<file path="config.mk">
export PLATFORM = sky130hd
export DESIGN_NAME = if_id_skid_register
export DESIGN_NICKNAME = d
export VERILOG_FILES = /design/src/rtl/if_id_skid_register.sv
export SDC_FILE = /design/constraint.sdc
export NUM_CORES = 1
export LEC_CHECK = 0
export CORE_MARGIN = 2
export CORE_UTILIZATION = 53
export CTS_BUF_LIST = sky130_fd_sc_hd__clkbuf_8
export DETAILED_ROUTE_END_ITERATION = 16
export PLACE_DENSITY = 0.86
export SLEW_MARGIN = 20
export SYNTH_ARGS = -nofsm -noshare
export SYNTH_HDL_FRONTEND = slang
export SYNTH_SLANG_ARGS = --single-unit
</file>
<file path="constraint.sdc">
create_clock -name clk -period 2.1 [get_ports clk]
set_input_delay 0.42 -clock clk [delete_from_list [all_inputs] [get_ports clk]]
set_output_delay 0.42 -clock clk [all_outputs]
set_load 0.01 [all_outputs]
</file>
<file path="src/rtl/if_id_skid_register.sv">
// IF->ID pipeline register with a valid/ready handshake and a one-entry skid buffer.
// Fetch may issue one word per cycle while decode stalls. in_ready comes straight from a
// flop, so there is no combinational path from out_ready back into fetch.
//
// Ports:
//   clk          single clock, all state updates on the rising edge
//   rst          synchronous, active-high reset
//   flush        discard held and incoming entries (branch taken / redirect)
//   in_valid     fetch presents a valid instruction
//   in_ready     stage can accept (registered, low only while the skid entry is occupied)
//   RD, PCp1F    instruction word and PC+1 from fetch
//   out_valid    InstrD/PCp1D hold a real instruction
//   out_ready    decode consumes this cycle
//   InstrD       instruction to decode, NOP_INSTR when out_valid=0
//   PCp1D        PC+1 to decode, 0 when out_valid=0
//   stall_count  saturating count of cycles with out_valid & ~out_ready
module if_id_skid_register #(
  parameter int unsigned       DATA_W    = 32,
  parameter int unsigned       ADDR_W    = 32,
  parameter logic [DATA_W-1:0] NOP_INSTR = '0,
  parameter int unsigned       CNT_W     = 16
) (
  input  logic              clk,
  input  logic              rst,
  input  logic              flush,
  input  logic              in_valid,
  output logic              in_ready,
  input  logic [DATA_W-1:0] RD,
  input  logic [ADDR_W-1:0] PCp1F,
  output logic              out_valid,
  input  logic              out_ready,
  output logic [DATA_W-1:0] InstrD,
  output logic [ADDR_W-1:0] PCp1D,
  output logic [CNT_W-1:0]  stall_count
);

  // Encoding chosen so bit 0 is the main-entry valid and bit 1 the skid-entry valid;
  // both handshake outputs are then taken directly from state flops.
  typedef enum logic [1:0] {
    StEmpty = 2'b00,
    StOne   = 2'b01,
    StFull  = 2'b11
  } state_e;

  state_e            r_state, w_state_d;
  logic [DATA_W-1:0] r_m_instr, w_m_instr_d;
  logic [ADDR_W-1:0] r_m_pc, w_m_pc_d;
  logic [DATA_W-1:0] r_s_instr, w_s_instr_d;
  logic [ADDR_W-1:0] r_s_pc, w_s_pc_d;
  logic [CNT_W-1:0]  r_cnt, w_cnt_d;

  logic w_accept;
  logic w_drain;
  logic w_stall;

  assign in_ready    = ~r_state[1];
  assign out_valid   = r_state[0];
  assign InstrD      = out_valid ? r_m_instr : NOP_INSTR;
  assign PCp1D       = out_valid ? r_m_pc : '0;
  assign stall_count = r_cnt;

  assign w_accept = in_valid & in_ready & ~flush;
  assign w_drain  = out_valid & out_ready;
  assign w_stall  = out_valid & ~out_ready;

  always_comb begin
    w_state_d   = r_state;
    w_m_instr_d = r_m_instr;
    w_m_pc_d    = r_m_pc;
    w_s_instr_d = r_s_instr;
    w_s_pc_d    = r_s_pc;

    if (flush) begin
      // A drain in this cycle was already consumed by decode; nothing to keep.
      w_state_d   = StEmpty;
      w_m_instr_d = NOP_INSTR;
      w_m_pc_d    = '0;
    end else begin
      unique case (r_state)
        StEmpty: begin
          if (w_accept) begin
            w_state_d   = StOne;
            w_m_instr_d = RD;
            w_m_pc_d    = PCp1F;
          end
        end
        StOne: begin
          if (w_accept && w_drain) begin
            w_m_instr_d = RD;
            w_m_pc_d    = PCp1F;
          end else if (w_accept) begin
            // Decode stalled: park the new word in the skid entry.
            w_state_d   = StFull;
            w_s_instr_d = RD;
            w_s_pc_d    = PCp1F;
          end else if (w_drain) begin
            w_state_d = StEmpty;
          end
        end
        StFull: begin
          if (w_drain) begin
            w_state_d   = StOne;
            w_m_instr_d = r_s_instr;
            w_m_pc_d    = r_s_pc;
          end
        end
        default: w_state_d = StEmpty;
      endcase
    end
  end

  // Counts regardless of flush; only reset clears it.
  always_comb begin
    w_cnt_d = r_cnt;
    if (w_stall && !(&r_cnt)) begin
      w_cnt_d = r_cnt + CNT_W'(1);
    end
  end

  always_ff @(posedge clk) begin
    if (rst) begin
      r_state   <= StEmpty;
      r_m_instr <= NOP_INSTR;
      r_m_pc    <= '0;
      r_s_instr <= '0;
      r_s_pc    <= '0;
      r_cnt     <= '0;
    end else begin
      r_state   <= w_state_d;
      r_m_instr <= w_m_instr_d;
      r_m_pc    <= w_m_pc_d;
      r_s_instr <= w_s_instr_d;
      r_s_pc    <= w_s_pc_d;
      r_cnt     <= w_cnt_d;
    end
  end

endmodule

</file>
==> flow_summary.ini <==
[power_and_ir_drop]
ir_drop_v = 0.000378
total_leakage_power_nw = 3.47
power_density_nw_per_um2 = 623

[logic_synthesis]
avgSynthCellArea_um2 = 9.39
yosysUniqueCellTypes = 49
syn_nets = 836
synth_cells = 762
synth-seq-area-share = 0.408
synth_edf_count = 0
ys_ff_latch = 146
synth.cell_area_um2 = 7160
synth_flop_cell = dfxtp_1
synth_warnings = 0
async_flop_share = 0

[layout]
seqCellArea_um2 = 2930
multiInputGateArea_um2 = 3660
synthToLayoutAreaGrowth_pct = 30.0
final_cell_mix = 145 x dfxtp_1, 137 x a21oi_1, 136 x nand2_1, 88 x clkdlybuf4s50_1, 66 x mux2i_1
final_area_um2 = 9310
drive_above_1_share = 0.165
nFillCells = 1008
layout.nets = 987
antenna_cells = 0
layout_commonest_cell = dfxtp_1
final_core_util = 0.705

[routing]
post-route-drc-count = 0
antenna_left = 0
viasPerCell = 5.68
wl_per_cell_um = 17.7
vias = 6252
drt_first_pass_iters = 5
wirelength_um = 19500
drtIter0Drc = 510

[place]
post-dp-hpwl_um = 11400
gp_congestion = 0.859
io_buffer_count = 150
place_ws_ns = -0.359
post_dp_cell_area_um2 = 8680

[worst_setup_path]
critPathMaxStageDelay_ns = 0.49
worstSetupStartpoint = in_valid
cp_num_buf_inv = 3
r2r_start = r_state[0]
r2r_cells = 8
r2r-end = r_m_instr[27]
reg2reg_slack_ns = 0
cp_cell_sequence = clkdlybuf4s50_1, or3b_4, a222oi_1, buf_4, and2_4, clkbuf_16, a211oi_2
path_max_fanout = 7
path_delay_family = buffers and inverters
crit_arrival_ns = 2.47
slowest_stage = clkdlybuf4s50_1
required_ns = 2.42
endpoint_kind = flip-flop
critPathKind = primary input to flip-flop
crit_path_start_kind = primary input

[clock_tree]
cts.clk_slew.worst_paths_ns = 0.07
ctsHoldBuffers = 0
cts_max_level = 4
clock-root-buffer = clkbuf_8
insertion_delay_ns = 0.46
cts_made_buffers = 17
cts_num_sinks = 146
cts_tree = done
clockBufferDepth = 2

[sta]
min_period_over_period = 1.02
rsz0062_at_grt = true
report.final.slew_viol_count = 0
clock_skew_ns = 0.00965
finalWorstSetupSlack_ns = -0.0493
fmax_ghz = 0.465
hold_viol_final = 0
tightest_slew_ns = 0.615
slew_headroom = 0.584
setup_viol = 33
min_period_ns = 2.15

[floorplanning]
die_x_um = 120
die_h_um = 120
start_util = 0.543
boundaryPins = 151
rows = 42
dieArea_um2 = 14400
core_um2 = 13200

[min_path]
hold_path_depth = 3
hold_class = primary input to flip-flop
min_from = rst
min_to = r_state[0]

[global_routing]
grt_pass1_vias = 5572
grt_pass1_wl_um = 28100
antenna_found_initial = 0
grt_overflow_total = 0
grt_max_degree = 84
grt_usage = 0.246

[run_status]
failed_checks = negative setup slack
outcome = finished with violations

[job]
max-cap-violations = 0
worst register-to-register path, delay by kind of cell, from the launching register on:
kind / cells / cell delay (ns)
flops: 1 / 0.37
fa+ha+maj: 1 / 0.23
buf+inv: 4 / 0.64
compound gates: 2 / 0.44
simple gates: 1 / 0.30
metal layers:
metal | vias to the layer above | global-route usage | wire length (um) | share of wire
li1 | 2987 | - | - | -
met1 | 2984 | 0.322 | 8430 | 0.43
met2 | 245 | 0.396 | 9370 | 0.48
met3 | 36 | 0.0585 | 1270 | 0.065
met4 | 0 | 0.0875 | 441 | 0.023
met5 | - | 0 | 0 | 0
through the flow:
step | hold WS [ns] | setup TNS, ns | total power [mW] | cells
after CTS | 0.301 | -7.11 | 5.69 | 1089
after floorplan | 0.436 | 0 | 3.46 | 762
after global placement | 0.441 | -18.67 | 3.67 | 1057
final | 0.328 | -0.668 | 5.79 | 1100
after detailed placement | 0.446 | -20.87 | 3.69 | 1057
after global routing | 0.305 | -1.72 | 6.00 | 1100
Yosys cell counts (3+ instances only):
library cell   count  area [um2]
buf_6              3        33.8
nand4_1            4        25.0
buf_8              4        60.1
a211oi_1           5        37.5
clkbuf_8          18         248
and2_1            64         400
mux2i_1           66         661
nor2b_1            3        18.8
buf_2              6        30.0
ha_1               5        62.6
a211oi_2          60         751
o41ai_1            4        35.0
nand3_1            4        20.0
o21ai_0            6        30.0
or2_2              4        25.0
nor2_1             8        30.0
nand2_1          136         510
or4_1              5        37.5
a21oi_1          137         686
or3_1              4        25.0
buf_12             6         120
inv_1              6        22.5
nor3_1             4        20.0
dfxtp_1          146        2920
clkbuf_1          23        86.3
dlygate4sd1_1      3        26.3
area by class of cell:
class / instances / share of cell area
Multi-Input combinational cell: 546 / 0.393
Sequential cell: 146 / 0.315
Timing Repair Buffer: 196 / 0.228
Clock buffer: 18 / 0.0266
Tap cell: 176 / 0.0237
Clock inverter: 12 / 0.0113
Inverter: 6 / 0.00296
state kept, by name (all words and copies together), names as in the netlist:
| register | count |
|---|---|
| r_m_instr | 32 |
| r_m_pc | 32 |
| r_s_instr | 32 |
| r_s_pc | 32 |
| stall_count | 16 |
| r_state | 2 |
cells by family (layout without fill, tap and decap cells):
kind of cell,after synthesis,in the layout,share of synthesized area
AO/OA/AOI/OAI,222,222,0.227
XOR/XNOR,2,2,0.00245
adder cells (fa/ha/maj),5,5,0.00874
buffers and inverters,71,232,0.0893
flip-flops,146,146,0.408
multiplexers,68,68,0.0955
AND/OR/NAND/NOR,248,249,0.169
power by group:
part / internal (mW) / switching [mW]
combinational: 0.412 / 0.460
sequential: 2.85 / 0.0422
clock: 1.04 / 0.994
total: 4.30 / 1.50
worst max path at each step:
stage	endpoint	cells after the start
after floorplan	r_m_pc[10]	7
after global placement	r_m_pc[19]	7
after detailed placement	r_m_pc[23]	7
after CTS	InstrD[0]	3
after global routing	r_m_instr[27]	7
final	r_m_instr[27]	7
repair_timing:
action / in CTS / in global routing
gates cloned: 1 / 10
gates resized for setup: 55 / 24
endpoints found under the setup margin: 84 / 77
setup buffers: 1 / 1
pin swaps: 0 / 1
Power figures use the tool's default switching activity.
==> RTL change 1, RTL diff (same settings) <==
Register the output `stall_count` once more, without a reset; this adds one clock of latency there. The other outputs are not delayed to match. Comments in the files are not updated.
--- a/src/rtl/if_id_skid_register.sv
+++ b/src/rtl/if_id_skid_register.sv
@@ -58,5 +58,7 @@
   assign InstrD      = out_valid ? r_m_instr : NOP_INSTR;
   assign PCp1D       = out_valid ? r_m_pc : '0;
-  assign stall_count = r_cnt;
+  always_ff @(posedge clk) begin
+    stall_count <= r_cnt;
+  end
 
   assign w_accept = in_valid & in_ready & ~flush;
Function: changed (Yosys sat finds a counterexample within 4 cycles, from zero or initial values and one cycle with rst high).
==> RTL change 1 against the unedited design <==
Via count increased by 2.9%. Worst hold slack improved by 81 ps. Worst setup slack improved by 110 ps. Area after synthesis increased by 2.5%. Final area increased by 5.3%. Die area increased by 2.4%. Clock power increased by 31%. Largest cell class unchanged. Total power increased by 16%. Combinational power increased by 0.8%. Sequential cell count increased by 16. Routed wire length decreased by 1.0%.
==> RTL change 1: results (changes against the unedited design) <==
** Global route
- The via count of the first global-routing pass is 6,087 (+9.2%).
- The met3 track utilization from global routing is 4.588% (-1.3 points).
- Met1 Track Usage GR :: 34.38% (+2.2 points)
- The global-route usage over all layers is 25.60% (+1.0 points).
- Pin count of the biggest net entering global routing :: 85 (+1.2%)
- The routing usage on met2 is 41.19% (+1.6 points).
- First-pass GRT wire length :: 30,120 um (+7.0%)

** Placement
- The HPWL after detailed placement came to 11,650 um (+2.4%).
- Final RePlAce weighted congestion :: 0.8225 (-4.2%)
- The placed cell area is 0.009116 mm2 (+5.0%).

** Detailed routing
- The wire length per cell came to 17.06 um (-3.8%).
- The routed length on met1 was 8305 um (-1.5%).
- The met3 layer wire length in the routed design came to 1271 um (-0.24%).
- Drt initial violations :: 631 (+24%)
- WL met2 :: 9344 um (-0.26%)

** Critical path
- The largest incremental delay on the critical path came to 520 ps (+30 ps).
- Capture instance of the worst register-to-register path :: r_m_instr[30]
- The arrival time at the worst endpoint is 1620 ps (-850 ps).
- Maximum net fanout on the critical path :: 11 (+4)

** Min path
- Beginning of the worst hold path :: r_cnt[14]
- For hold timing, the worst endpoint is stall_count[14].
- The tightest min-delay check is of the flop to flop type.
- Hold Path Cell Cnt :: 0 (-3)

** Layout
- Share of post-route cells with drive strength above 1 :: 16.84% (+0.39 points)
- The total number of nets in the final design is 1,017 (+3.0%).

** Pwr
- The peak supply drop came to 0.3394 mV (-10%).
- Static power due to leakage :: 3.595 nW (+3.6%)

** Synthesis
- Sequential element share of the synthesized area :: 44.22% (+3.4 points)
- Largest cells by area after synthesis :: sky130_fd_sc_hd__dfxtp_1 44%, sky130_fd_sc_hd__a211oi_2 10%, sky130_fd_sc_hd__a21oi_1 9.3%
- Number of distinct library cells after synthesis :: 43 (-12%)
- By count the netlist is led by 162 x sky130_fd_sc_hd__dfxtp_1, 137 x sky130_fd_sc_hd__a21oi_1, 135 x sky130_fd_sc_hd__nand2_1.
- The post-synthesis net count is 863 (+3.2%).

** Timing
- The slew at the pin closest to its max-slew limit was 477.5 ps (-137.8 ps).
- The sum of negative setup slack was 0 ps (+667.7 ps).
- Setup Skew :: 13.96 ps (+4.319 ps)
- Final worst hold slack :: 409.1 ps (+81.36 ps)

** Clock tree
- The post-CTS clock slew at the launch and capture registers of the worst setup and hold paths came to 90 ps (+20 ps).

** Outcome
- Status :: complete, no violations
## RTL change 1: layout make-up
class                   instances  area [um2]
clock buffers                  21       289.0
clock inverters                11       182.7
fillers                       974        3602
inverters                       8       35.03
multi-input cells             552        3686
flip-flops and latches        162        3248
well taps                     176       220.2
repair buffers                202        2137
## RTL change 1: power groups by stage
stage	Combinational, mW	Sequential (mW)	Clock [mW]
2_1_floorplan	0.499	3.25	0
3_3_place_gp	0.754	3.26	0
3_5_place_dp	0.777	3.26	0
4_1_cts	0.783	3.19	2.68
5_1_grt	0.940	3.20	2.80
6_report	0.879	3.19	2.65
## RTL change 1: through the flow
stage / util [%] / setup slack [ps] / power (mW) / instances
final: 73.12 / 59.37 / 6.717 / 1132
after global routing: 73.12 / -10.93 / 6.942 / 1132
after CTS: 71.29 / -22.98 / 6.651 / 1117
after detailed placement: 68.03 / -348.4 / 4.037 / 1084
after global placement: 68.03 / -303.7 / 4.015 / 1084
after floorplan: - / 91.95 / 3.745 / 789
## RTL change 1: kinds of logic after synthesis
family                     count (synthesis)  synth area share, %
DFF                                      162                44.22
AOI/OAI and AO/OA                        221                21.89
and+or+nand+nor                          254                16.96
adders and majority gates                  5               0.8531
xor gates and xnor gates                   1               0.1195
muxes                                     70                9.606
buffers and inverters                     76                6.347
## RTL change 1: worst max-delay path by stage
stage / start / slack (ps) / end
after floorplan: r_state[0] / 90 / r_m_pc[10]
after global placement: flush / -300 / r_m_instr[28]
after detailed placement: in_valid / -350 / r_m_instr[5]
after CTS: r_state[0] / -20 / r_m_instr[5]
after global routing: r_state[0] / -10 / r_m_instr[29]
final: r_state[0] / 60 / PCp1D[9]
## RTL change 1: repair_timing
item	4_1_cts	5_1_grt
buffers inserted	1	6
hold buffers	0	0
cloned	0	9
endpoints found under the setup margin	65	68
gates resized for setup	71	12
pin swaps	1	3
==> RTL change 2, RTL diff (config.mk and constraints unchanged) <==
Without the edit above. The parameter `ADDR_W` goes from 32 to 24.
--- a/src/rtl/if_id_skid_register.sv
+++ b/src/rtl/if_id_skid_register.sv
@@ -17,5 +17,5 @@
 module if_id_skid_register #(
   parameter int unsigned       DATA_W    = 32,
-  parameter int unsigned       ADDR_W    = 32,
+  parameter int unsigned       ADDR_W    = 24,
   parameter logic [DATA_W-1:0] NOP_INSTR = '0,
   parameter int unsigned       CNT_W     = 16
Interface: changed (resized PCp1D and PCp1F); port bits go from 151 to 135. The function was not compared with the original's and may differ.
==> RTL change 2 against the unedited design <==
Routed wire length is 11% lower. Total power down 0.46%. Clock skew is 3.2 ps higher. Worst setup slack improved by 99 ps. Clock power up 23%. Global-route usage grew 3.1 points. Via count shrank 7.4%. Die area shrank 16%. Final area is 11% lower. Sequential power is 11% lower. Core utilization is 5.3 points higher. Worst hold slack better by 110 ps. Area after synthesis shrank 17%. Sequential cell count shrank 16. Critical endpoint is now PCp1D[11].
==> RTL change 2: results (changes against the unedited design) <==
** Outcome
- The flow ran to the end, and the final reports show no timing, DRC or antenna violations.

** Critical path
- The largest incremental delay on the critical path is 530 ps (+40 ps).
- The arrival time at the worst endpoint was 1630 ps (-840 ps).

** Placement
- Final RePlAce weighted congestion :: 0.8812 (+2.6%)
- The placed cell area is 0.007617 mm2 (-12%).
- The minimum setup slack after placement was -471.5 ps (-112.3 ps).
- Total half-perimeter wirelength after legalization and detailed placement :: 10,900 um (-4.2%)
- Total placed cells including tap cells :: 939 (-11%)

** Layout
- The fraction of area in clock buffers and inverters was 5.610% (+1.8 points).
- Final core utilization :: 75.87% (+5.3 points)
- Number of multi-input combinational cells in the layout :: 496 (-9.2%)
- Storage cell area :: 0.002608 mm2 (-11%)
- The count of inverters not on the clock network in the layout was 4 (-2).
- Share of post-route cells with drive strength above 1 :: 13.48% (-3.0 points)

** Detailed routing
- The routed length on met1 was 6852 um (-19%).
- The number of DRC markers after the initial detailed-route iteration is 330 (-35%).
- Via count :: 5,790 (-7.4%)
- The detailed-route vias per instance is 5.920 (+4.2%).

** Pwr
- Total internal power :: 4.358 mW (+1.4%)

** Global route
- Pin count of the biggest net entering global routing :: 78 (-7.1%)
- Met1 Track Usage GR :: 32.87% (+0.71 points)
- M3 GR Usage :: 4.350% (-1.5 points)
- The routing usage on met2 came to 49.69% (+10 points).

** Synthesis
- Sequential element share of the synthesized area :: 43.57% (+2.7 points)

** Clock tree
- The count of clock tree sinks was 130 (-11%).
[RTL change 2: cell types whose count changed in the layout (fill, tap and decap cells not counted), moves of 5 or more]
cell / delta
sky130_fd_sc_hd__clkdlybuf4s50_1: -11
sky130_fd_sc_hd__dfxtp_1: -17
sky130_fd_sc_hd__and2_1: -7
sky130_fd_sc_hd__a211oi_1: +33
sky130_fd_sc_hd__a211oi_2: -39
sky130_fd_sc_hd__inv_1: -8
sky130_fd_sc_hd__dlygate4sd2_1: -10
sky130_fd_sc_hd__nand2_1: -19
sky130_fd_sc_hd__dlymetal6s2s_1: +6
sky130_fd_sc_hd__nor2_1: +9
sky130_fd_sc_hd__mux2i_1: -7
sky130_fd_sc_hd__a21oi_1: -18
sky130_fd_sc_hd__clkbuf_16: -5
[RTL change 2: what timing repair did]
| action | in CTS | in global routing |
|---|---|---|
| endpoints found under the setup margin | 112 | 72 |
| gates resized for setup | 50 | 22 |
| pin swaps | 1 | 2 |
| cloned | 3 | 2 |
| setup buffers | 2 | 1 |
[RTL change 2: final timing paths]
check | slack, ps | depth (start not counted) | to | from
hold reg to reg | 460 | 2 | r_s_pc[20] | r_s_pc[20]
setup / recovery | 50 | 3 | PCp1D[11] | r_state[0]
setup reg to reg | 60 | 8 | r_m_pc[8] | r_state[1]
hold / removal | 440 | 3 | r_state[1] | rst
[RTL change 2: logic make-up (layout without fill, tap and decap cells)]
| family | after synthesis | count (layout) | synth area share [%] |
|---|---|---|---|
| adder cells (fa/ha/maj) | 5 | 5 | 1.047 |
| AO/OA/AOI/OAI | 195 | 195 | 21.20 |
| AND/OR/NAND/NOR | 234 | 234 | 18.87 |
| buffers and inverters | 63 | 212 | 4.859 |
| flip-flops | 130 | 130 | 43.57 |
| multiplexers | 62 | 62 | 10.45 |
